**src/rtl/sub_sched_pkg.sv**
```systemverilog
// sub_sched_pkg: shared types, constants and the round-robin pick helper
// for the shared subtract scheduler (sub_sched).
//   state_t  - operation sequencer states (IDLE, LO, HI, RESP)
//   pick_t   - result of a round-robin search (found flag + index)
//   rr_pick  - first valid requester at or after a pointer, with wrap
package sub_sched_pkg;

  localparam int WORD_W  = 32;
  localparam int DWORD_W = 64;
  // Widest requester count the pick helper supports; callers zero-pad.
  localparam int MAX_REQ = 8;

  typedef enum logic [1:0] {
    IDLE = 2'd0,
    LO   = 2'd1,
    HI   = 2'd2,
    RESP = 2'd3
  } state_t;

  typedef struct packed {
    logic       found;
    logic [2:0] idx;
  } pick_t;

  // Search upward from ptr, wrapping modulo n. The loop runs downward so
  // that the smallest offset from ptr is the last (winning) assignment.
  function automatic pick_t rr_pick(input logic [MAX_REQ-1:0] valid,
                                    input logic [2:0]         ptr,
                                    input logic [3:0]         n);
    pick_t      p;
    logic [3:0] j;
    p = '0;
    for (int k = MAX_REQ - 1; k >= 0; k--) begin
      j = {1'b0, ptr} + 4'(k);
      if (j >= n) j = j - n;
      if ((4'(k) < n) && valid[j[2:0]]) begin
        p.found = 1'b1;
        p.idx   = j[2:0];
      end
    end
    return p;
  endfunction

endpackage

```
**src/rtl/sub_sched_sub_word.sv**
```systemverilog
// sub_word: purely combinational 32-bit ripple-borrow subtractor.
//   a, b  - minuend / subtrahend word
//   bin   - borrow-in
//   diff  - a - b - bin modulo 2^32
//   bout  - borrow-out (1 when a - b - bin < 0 as unsigned)
module sub_word
  import sub_sched_pkg::*;
(
  input  logic [WORD_W-1:0] a,
  input  logic [WORD_W-1:0] b,
  input  logic              bin,
  output logic [WORD_W-1:0] diff,
  output logic              bout
);

  logic [WORD_W:0] borrow;

  assign borrow[0] = bin;

  generate
    for (genvar gi = 0; gi < WORD_W; gi++) begin : g_bit
      assign diff[gi]       = a[gi] ^ b[gi] ^ borrow[gi];
      // Borrow out of a bit when b exceeds a, or they are equal and a
      // borrow is already arriving from below.
      assign borrow[gi + 1] = (~a[gi] & b[gi]) | (~(a[gi] ^ b[gi]) & borrow[gi]);
    end
  endgenerate

  assign bout = borrow[WORD_W];

endmodule

```
**src/rtl/sub_sched.sv**
```systemverilog
// sub_sched: round-robin scheduler sharing one 32-bit subtract unit among
// NUM_REQ requesters. Single-word ops take one pass (LO); double-word ops
// take two passes (LO then HI) with the borrow registered between them.
// Optional feature macro: SUB_SCHED_OVF_EN adds rsp_ovf (signed overflow
// of the final word, registered with the result).
// Ports:
//   clk, reset          - clock, asynchronous active-high reset
//   req_valid/req_ready - per-requester handshake (ready is one-hot or 0)
//   req_dw, req_bin     - per-requester double-word flag and borrow-in
//   req_a, req_b        - flattened 64-bit operands, requester i at [64i+:64]
//   rsp_valid/rsp_ready - result handshake
//   rsp_id, rsp_diff, rsp_bout - owner index, difference, final borrow
module sub_sched
  import sub_sched_pkg::*;
#(
  parameter int NUM_REQ = 4,
  parameter int ID_W    = 2
) (
  input  logic                       clk,
  input  logic                       reset,
  input  logic [NUM_REQ-1:0]         req_valid,
  output logic [NUM_REQ-1:0]         req_ready,
  input  logic [NUM_REQ-1:0]         req_dw,
  input  logic [NUM_REQ*DWORD_W-1:0] req_a,
  input  logic [NUM_REQ*DWORD_W-1:0] req_b,
  input  logic [NUM_REQ-1:0]         req_bin,
  output logic                       rsp_valid,
  input  logic                       rsp_ready,
  output logic [ID_W-1:0]            rsp_id,
  output logic [DWORD_W-1:0]         rsp_diff,
  output logic                       rsp_bout
`ifdef SUB_SCHED_OVF_EN
  ,
  output logic                       rsp_ovf
`endif
);

  state_t state_reg, state_next;

  logic [ID_W-1:0]    rr_ptr_reg;
  logic [DWORD_W-1:0] a_reg, b_reg;
  logic               bin_reg, dw_reg;
  logic [ID_W-1:0]    id_reg;
  logic               borrow_reg;
  logic [WORD_W-1:0]  diff_lo_reg, diff_hi_reg;
  logic               bout_reg;

  // Per-requester operand views of the flattened buses.
  logic [DWORD_W-1:0] a_arr [NUM_REQ];
  logic [DWORD_W-1:0] b_arr [NUM_REQ];

  generate
    for (genvar gi = 0; gi < NUM_REQ; gi++) begin : g_unpack
      assign a_arr[gi] = req_a[gi*DWORD_W +: DWORD_W];
      assign b_arr[gi] = req_b[gi*DWORD_W +: DWORD_W];
    end
  endgenerate

  // Round-robin arbitration.
  logic [MAX_REQ-1:0] valid_pad;
  pick_t              pick;
  logic [ID_W-1:0]    grant_id;
  logic               accept;

  assign valid_pad = MAX_REQ'(req_valid);
  assign pick      = rr_pick(valid_pad, 3'(rr_ptr_reg), 4'(NUM_REQ));
  assign grant_id  = ID_W'(pick.idx);

  // Word mux into the shared unit: high halves and the carried borrow in
  // HI, low halves and the requester's borrow-in otherwise.
  logic [WORD_W-1:0] w_a, w_b, w_diff;
  logic              w_bin, w_bout;

  always_comb begin
    if (state_reg == HI) begin
      w_a   = a_reg[DWORD_W-1:WORD_W];
      w_b   = b_reg[DWORD_W-1:WORD_W];
      w_bin = borrow_reg;
    end else begin
      w_a   = a_reg[WORD_W-1:0];
      w_b   = b_reg[WORD_W-1:0];
      w_bin = bin_reg;
    end
  end

  sub_word u_sub_word (
    .a    (w_a),
    .b    (w_b),
    .bin  (w_bin),
    .diff (w_diff),
    .bout (w_bout)
  );

`ifdef SUB_SCHED_OVF_EN
  // The mux already presents the word holding the final msb, so the same
  // expression serves single-word (LO) and double-word (HI) ops.
  logic ovf_word;
  logic ovf_reg;
  assign ovf_word = (w_a[WORD_W-1] != w_b[WORD_W-1]) &&
                    (w_diff[WORD_W-1] != w_a[WORD_W-1]);
`endif

  // FSM state register.
  always_ff @(posedge clk or posedge reset) begin
    if (reset) state_reg <= IDLE;
    else       state_reg <= state_next;
  end

  // FSM next-state and handshake outputs.
  always_comb begin
    state_next = state_reg;
    req_ready  = '0;
    rsp_valid  = 1'b0;
    accept     = 1'b0;
    case (state_reg)
      IDLE: begin
        if (pick.found) begin
          req_ready  = NUM_REQ'(1) << grant_id;
          accept     = 1'b1;
          state_next = LO;
        end
      end
      LO:   state_next = dw_reg ? HI : RESP;
      HI:   state_next = RESP;
      RESP: begin
        rsp_valid = 1'b1;
        if (rsp_ready) state_next = IDLE;
      end
      default: state_next = IDLE;
    endcase
  end

  // Operand capture, pass results and round-robin pointer.
  always_ff @(posedge clk or posedge reset) begin
    if (reset) begin
      rr_ptr_reg  <= '0;
      a_reg       <= '0;
      b_reg       <= '0;
      bin_reg     <= 1'b0;
      dw_reg      <= 1'b0;
      id_reg      <= '0;
      borrow_reg  <= 1'b0;
      diff_lo_reg <= '0;
      diff_hi_reg <= '0;
      bout_reg    <= 1'b0;
`ifdef SUB_SCHED_OVF_EN
      ovf_reg     <= 1'b0;
`endif
    end else begin
      case (state_reg)
        IDLE: begin
          if (accept) begin
            a_reg      <= a_arr[grant_id];
            b_reg      <= b_arr[grant_id];
            bin_reg    <= req_bin[grant_id];
            dw_reg     <= req_dw[grant_id];
            id_reg     <= grant_id;
            rr_ptr_reg <= (grant_id == ID_W'(NUM_REQ - 1)) ? '0 : grant_id + 1'b1;
          end
        end
        LO: begin
          diff_lo_reg <= w_diff;
          borrow_reg  <= w_bout;
          if (!dw_reg) begin
            diff_hi_reg <= '0;
            bout_reg    <= w_bout;
`ifdef SUB_SCHED_OVF_EN
            ovf_reg     <= ovf_word;
`endif
          end
        end
        HI: begin
          diff_hi_reg <= w_diff;
          bout_reg    <= w_bout;
`ifdef SUB_SCHED_OVF_EN
          ovf_reg     <= ovf_word;
`endif
        end
        default: ;
      endcase
    end
  end

  assign rsp_id   = id_reg;
  assign rsp_diff = {diff_hi_reg, diff_lo_reg};
  assign rsp_bout = bout_reg;
`ifdef SUB_SCHED_OVF_EN
  assign rsp_ovf  = ovf_reg;
`endif

endmodule

```
**config.mk**
```make
export PLATFORM = sky130hd
export DESIGN_NAME = sub_sched
export DESIGN_NICKNAME = d
export VERILOG_FILES = /design/src/rtl/sub_sched_pkg.sv /design/src/rtl/sub_sched_sub_word.sv /design/src/rtl/sub_sched.sv
export SDC_FILE = /design/constraint.sdc
export NUM_CORES = 1
export LEC_CHECK = 0
export BUFFER_PORTS_ARGS = -buffer_cell sky130_fd_sc_hd__buf_2
export CAP_MARGIN = 30
export CORE_AREA = 5 5 232 234
export CTS_CLUSTER_DIAMETER = 30
export DETAILED_ROUTE_END_ITERATION = 10
export DIE_AREA = 0 0 237 239
export SLEW_MARGIN = 10
export SYNTH_ARGS = -nofsm -noshare
export SYNTH_HDL_FRONTEND = slang
export SYNTH_SLANG_ARGS = --single-unit
export TNS_END_PERCENT = 50
```
**constraint.sdc**
```tcl
create_clock -name clk -period 51.8 [get_ports clk]
set_input_delay 5.18 -clock clk [delete_from_list [all_inputs] [get_ports clk]]
set_output_delay 5.18 -clock clk [all_outputs]
set_load 0.005 [all_outputs]
```
==> impl_metrics.csv, run 1 <==
group,metric,value,unit
floorplanning,ioPinCount,599,
clock_tree,post_cts_resized,0,
detailed_routing,avgRoutedWirePerCell,23.10,um
sta,final-setup-viol-count,0,
final_layout,finish.net_count,2619,
detailed_routing,ant_nets,0,
sta,worst_pin_slew,1.021,ns
clock_tree,clkSinkCount,202,
detailed_routing,drt-total-wl,64.36,mm
synthesis,synth_area_per_cell,9.262,sq um
setup_path,worst-endpoint-required,52.27,ns
pwr,ir_drop,92.86,uV
sta,rsz0062_at_grt,"false",
global_route,antenna_found_initial,3,
detailed_routing,drc,0,
floorplanning,coreArea,51810,sq um
setup_path,critPathMaxFanout,23,
floorplanning,num_rows,84,
setup_path,slowest_stage,"fa_1",
run,drv_cap,0,
min_path,min_path_cells,2,
sta,fin_crit_sh,0.3186,
synthesis,synth-adder-area-share,0.05361,
sta,fin_ws,35.30,ns
global_route,first_global_vias,14610,
clock_tree,clock_latency,0.58,ns
setup_path,r2r_slack,35.30,ns
sta,hold_ws,0.4745,ns
clock_tree,clock_path_buffers,3,
clock_tree,cts_made_buffers,54,
setup_path,worstPathArrival,16.97,ns
detailed_routing,via_count,13790,
synthesis,muxShareOfSynthArea,0.1853,
status,outcome,"finished clean",
clock_tree,cts_setup_buffers,0,
setup_path,crit_type,"reg -> reg",
setup_path,worst_path_most_repeated_cell,"fa_1",
setup_path,rr_worst_depth,37,
place,post_dp_cell_area,17460,sq um
setup_path,crit_start,"state_reg[0]",
setup_path,critPathLaunchType,"register",
sta,slew_headroom,0.3194,
synthesis,ys_ff_latch,202,
setup_path,rr_endpoint,"diff_lo_reg[31]",
pwr,power.total,1.609,mW
pwr,p_leak,9.423,nW
clock_tree,clk_pin_slew,0.05,ns
synthesis,synthXorXnorAreaFrac,0,
final_layout,fillers,5277,
setup_path,r2r-start,"state_reg[0]",
min_path,hold_class,"reg -> reg",
synthesis,synth.distinct_cells,42,
sta,tns,0,ns
floorplanning,dieArea,56640,sq um
detailed_routing,firstDrtPassIters,6,
synthesis,syn_area,14050,sq um
clock_tree,cts_tree,"built",
global_route,use_met3,0.06057,
pwr,p_clk_frac,0.231,
detailed_routing,avgViaCountPerCell,4.950,
synthesis,synth_flop_cell,"dfrtp_1",
sta,report.final.hold_viol_count,0,
setup_path,crit_path_end,"diff_lo_reg[31]",
place,place_hpwl,50.84,mm
final_layout,drive_gt1_frac,0.3780,
clock_tree,root_buffer,"clkbuf_16",
sta,slew_violations,0,
clock_tree,h-tree-depth,2,
global_route,grt_util_met1,0.2713,
sta,fin_skew,0.02306,ns
synthesis,yosys.area_share.simple,0.07490,
final_layout,area_growth,39.23,%
pwr,power.internal,868.8,uW
pwr,seqPwrFrac,0.195,
synthesis,syn_nets,2085,
place,gp_congestion,0.9110,
synthesis,ys_seq_area_frac,0.3598,
detailed_routing,drt-initial-drc-count,755,
setup_path,crit_path_max_incr_delay,0.52,ns
global_route,grt_max_degree,88,
place,post-place-ws,35.17,ns
synthesis,ys_async_sr_fraction,1.000,
pwr,power_density,82.26,nW/um^2
global_route,grt_overflow,0,
sta,layout_min_cycle_time,16.50,ns
final_layout,final_cell_area,19560,sq um
place,port_buffers,598,
pwr,switching_power,740.3,uW
clock_tree,ctsHoldBuffers,0,
synthesis,yosysWarnings,0,
sta,max_freq,60.59,MHz
floorplanning,dieHeight,239,um
floorplanning,start_util,0.2712,
pwr,p_sw_frac,0.4601,
synthesis,synth_cells,1517,
synthesis,synth_edf_count,0,
global_route,busiest_layer,"met2",
global_route,use_met2,0.3726,
synthesis,synth_compound_area_frac,0.2320,
global_route,grt_pass1_wl,92.23,mm
pwr,p_comb_frac,0.575,
floorplanning,die_width,237,um
synthesis,synth_top_family_by_area,"compound AO/OA/AOI/OAI gates",
setup_path,critPathCaptureType,"register",
global_route,grt_use_total,0.2154,
## cell usage in the layout, fill, tap and decap left out, types with 2 or more instances in the layout
| master | instances |
|---|---|
| and2_1 | 5 |
| a221oi_1 | 32 |
| nand2b_1 | 31 |
| buf_2 | 598 |
| clkinvlp_4 | 10 |
| mux4_2 | 2 |
| clkbuf_8 | 11 |
| diode_2 | 3 |
| dfrtp_1 | 201 |
| bufinv_16 | 11 |
| a21oi_1 | 91 |
| inv_8 | 2 |
| a211o_2 | 2 |
| o211ai_1 | 159 |
| o21ai_0 | 60 |
| a21oi_4 | 3 |
| clkinv_4 | 3 |
| clkbuf_1 | 4 |
| mux2_2 | 37 |
| fa_1 | 32 |
| nor2_1 | 144 |
| a211oi_1 | 80 |
| clkbuf_16 | 56 |
| mux2i_1 | 214 |
| buf_4 | 21 |
| nand2_1 | 62 |
| clkinv_2 | 6 |
| a221o_1 | 2 |
| a221oi_2 | 19 |
| ha_1 | 8 |
| inv_1 | 167 |
| or3_1 | 3 |
## worst min-delay path by stage
stage,from,to,slack (ns)
detailed placement,diff_hi_reg[27],diff_hi_reg[27],0.47
global placement,diff_hi_reg[11],diff_hi_reg[11],0.46
CTS,diff_hi_reg[27],diff_hi_reg[27],0.48
floorplan,diff_hi_reg[0],diff_hi_reg[0],0.47
finish,diff_hi_reg[16],diff_hi_reg[16],0.47
global route,diff_hi_reg[16],diff_hi_reg[16],0.50
## through the flow
stage	util	instances
after floorplan	-	1517
after global placement	0.3370	2681
after detailed placement	0.3370	2681
after CTS	0.3766	2781
after global routing	0.3774	2783
final	0.3775	2786
## power by group through the flow
stage	Sequential, mW	Combinational [mW]	Clock, mW
after floorplan	0.280	0.636	0
after global placement	0.314	0.914	0
after detailed placement	0.317	0.927	0
after CTS	0.315	0.932	0.378
after global routing	0.323	1.02	0.386
final	0.313	0.925	0.371
## final cells by class
type | instances | area [sq um] | area share
well taps | 688 | 860.8 | 0.04401
clock buffers | 71 | 1568 | 0.08015
repair buffers | 621 | 3193 | 0.1632
flip-flops and latches | 202 | 5059 | 0.2586
clock inverters | 29 | 481.7 | 0.02463
multi-input cells | 1000 | 7729 | 0.3951
inverters | 172 | 663.1 | 0.03390
diodes | 3 | 7.507 | 0.0003838
## cell families after synthesis
family | count (synthesis)
AO/OA/AOI/OAI | 455
buffers and inverters | 315
multiplexers | 253
AND/OR/NAND/NOR | 251
flip-flops | 202
adder cells (fa/ha/maj) | 41
## synthesized netlist by cell type, drive strengths merged (2+ instances only)
| cell type | number | share of area |
|---|---|---|
| mux2i | 214 | 0.15 |
| dfrtp | 202 | 0.36 |
| inv | 170 | 0.045 |
| o211ai | 159 | 0.085 |
| nor2 | 145 | 0.039 |
| a21oi | 94 | 0.034 |
| clkbuf | 86 | 0.023 |
| a211oi | 80 | 0.043 |
| nand2 | 62 | 0.017 |
| o21ai | 61 | 0.022 |
| buf | 57 | 0.025 |
| a221oi | 51 | 0.040 |
| mux2 | 37 | 0.030 |
| fa | 32 | 0.046 |
| nand2b | 31 | 0.014 |
| ha | 9 | 0.0080 |
| and2 | 6 | 0.0027 |
| or3 | 3 | 0.0013 |
| a211o | 2 | 0.0012 |
| a221o | 2 | 0.0014 |
| clkinv | 2 | 0.00062 |
| mux4 | 2 | 0.0032 |
| o32ai | 2 | 0.0018 |
## per-layer routing
| layer | part of all wire | wire length (um) |
|---|---|---|
| met5 | 0 | 0 |
| met4 | 0.017 | 1074 |
| met3 | 0.073 | 4725 |
| met2 | 0.49 | 31680 |
| met1 | 0.42 | 26880 |
## critical path: cells and delay by family (launching register included)
kind / cells / cell delay, ns
multiplexers: 2 / 0.67
adder cells (fa/ha/maj): 33 / 15.02
flip-flops: 1 / 0.40
buffers and inverters: 2 / 0.25
(Power assumes the default switching activity.)
==> run 2: changes to the inputs <==
CORE_AREA = 5 5 227 229   (was 5 5 232 234)
DIE_AREA = 0 0 232 234   (was 0 0 237 239)
clock period = 15.6 ns   (was 51.8 ns; I/O delays follow)
==> impl_metrics.csv, run 2 (synthesis results as in run 1) <==
group,metric,value,unit
clock_tree,clkSinkCount,202,
status,outcome,"finished clean",
place,post_dp_cell_area,17530,sq um
final_layout,finish.net_count,2639,
min_path,min_path_cells,2,
detailed_routing,ant_nets,0,
final_layout,layout_commonest_cell,"buf_2",
floorplanning,dieHeight,234,um
clock_tree,cts_tree,"built",
clock_tree,h-tree-depth,3,
detailed_routing,avgViaCountPerCell,5.014,
floorplanning,die_width,232,um
floorplanning,num_rows,82,
detailed_routing,drt-initial-drc-count,932,
final_layout,fin_cells,2796,
floorplanning,dieArea,54290,sq um
sta,slew_headroom,0.3700,
final_layout,drive_gt1_frac,0.3883,
place,gp_congestion,0.8761,
setup_path,critPathCaptureType,"register",
setup_path,crit_path_max_incr_delay,0.48,ns
pwr,power.total,5.551,mW
final_layout,final_cell_area,19840,sq um
setup_path,crit_cells,37,
setup_path,crit_type,"reg -> reg",
setup_path,critical_path_buf_inv_count,2,
global_route,grt_pass1_wl,93.06,mm
setup_path,worstPathArrival,15.62,ns
sta,hold_ws,0.4694,ns
sta,max_freq,65.89,MHz
place,place_hpwl,52.03,mm
clock_tree,clk_pin_slew,0.04,ns
detailed_routing,drt-total-wl,65.39,mm
pwr,ir_drop,147.3,uV
final_layout,regArea,5059,sq um
clock_tree,clock_path_buffers,3,
floorplanning,ioPinCount,599,
clock_tree,clock_latency,0.57,ns
sta,fin_crit_sh,0.9728,
place,dp.cells,2672,
floorplanning,coreArea,49450,sq um
setup_path,worst-endpoint-required,16.05,ns
detailed_routing,drc,0,
sta,fin_skew,0.01889,ns
detailed_routing,avgRoutedWirePerCell,23.39,um
global_route,antenna_found_initial,3,
detailed_routing,via_count,14020,
floorplanning,start_util,0.2841,
setup_path,rr_worst_depth,37,
final_layout,multi_input_area,7769,sq um
global_route,first_global_vias,14640,
clock_tree,cts_setup_buffers,0,
setup_path,crit_family,"adder cells",
final_layout,fillers,4997,
global_route,grt_use_total,0.2299,
clock_tree,ctsHoldBuffers,0,
setup_path,slowest_stage,"fa_1",
sta,worst_pin_slew,0.9450,ns
sta,report.final.hold_viol_count,0,
sta,slew_violations,0,
detailed_routing,firstDrtPassIters,5,
setup_path,critPathLaunchType,"register",
final_layout,final_util,0.4012,
clock_tree,cts_made_buffers,67,
sta,layout_min_cycle_time,15.18,ns
clock_tree,root_buffer,"clkbuf_16",
global_route,grt_max_degree,125,
final_layout,final_cell_mix,"buf_2 (598), mux2i_1 (214), dfrtp_1 (201)",
sta,final-setup-viol-count,0,
place,port_buffers,598,
pwr,power_density,279.8,nW/um^2
global_route,grt_overflow,0,
min_path,hold_class,"reg -> reg",
run,drv_cap,0,
setup_path,critPathMaxFanout,4,
pwr,p_leak,9.582,nW
final_layout,area_growth,41.21,%
==> run 2: cell types whose count changed in the layout (fill, tap and decap cells not counted), moves of 2 or more <==
cell	before	now
buf_4	21	27
clkbuf_1	4	15
inv_6	0	2
clkinv_2	6	14
fa_1	32	16
inv_16	0	3
clkbuf_16	56	67
bufinv_16	11	5
clkinvlp_4	10	2
clkinv_4	3	0
clkinv_8	0	2
fa_2	0	16
==> run 2: worst min-delay path: cells and delay by family (launching register included) <==
| kind | cells | cell delay [ns] |
|---|---|---|
| simple gates | 1 | 0.04 |
| flops | 1 | 0.33 |
| compound gates | 1 | 0.06 |
==> run 2: stage by stage <==
stage | TNS, ns | setup WS [ns]
floorplan | 0 | 0.01574
global placement | -0.2914 | -0.1875
detailed placement | -0.4690 | -0.2549
CTS | 0 | 0.03586
global route | -0.006988 | -0.006988
finish | 0 | 0.4243
==> run 2: layout make-up <==
| class | instances | share of cell area |
|---|---|---|
| clock buffers | 94 | 0.09567 |
| well taps | 672 | 0.04238 |
| repair buffers | 628 | 0.1648 |
| clock inverters | 26 | 0.01690 |
| flip-flops and latches | 202 | 0.2550 |
| diodes | 2 | 0.0002523 |
| multi-input cells | 1000 | 0.3916 |
| inverters | 172 | 0.03342 |
==> run 2: repair_timing <==
action | CTS | global route
gates cloned | 0 | 0
hold endpoints to repair | 0 | 0
gates resized for setup | 5 | 5
endpoints found under the setup margin | 3 | 4
==> run 2: routing by layer <==
layer  global-route usage  vias to the layer above  share of wire
li1                     -                     6549              -
met4              0.08475                        6          0.036
met2               0.3782                      572           0.48
met1               0.2867                     6781           0.41
met3              0.06950                      112          0.078
met5                    0                        -        0.00058
==> run 2: final timing paths <==
path	start	slack, ns	end
min	diff_hi_reg[30]	0.47	diff_hi_reg[30]
min reg2reg	diff_hi_reg[30]	0.47	diff_hi_reg[30]
max in group asynchronous	reset	13.08	rr_ptr_reg[0]
max	state_reg[0]	0.42	diff_lo_reg[31]
max reg2reg	state_reg[0]	0.42	diff_lo_reg[31]
min in group asynchronous	reset	0.95	diff_hi_reg[3]
==> run 2: power by group <==
part	leakage [nW]	switching (mW)	internal, mW
clock network	1.10	0.391	0.927
registers	2.33	0.213	0.815
logic	6.15	1.96	1.25
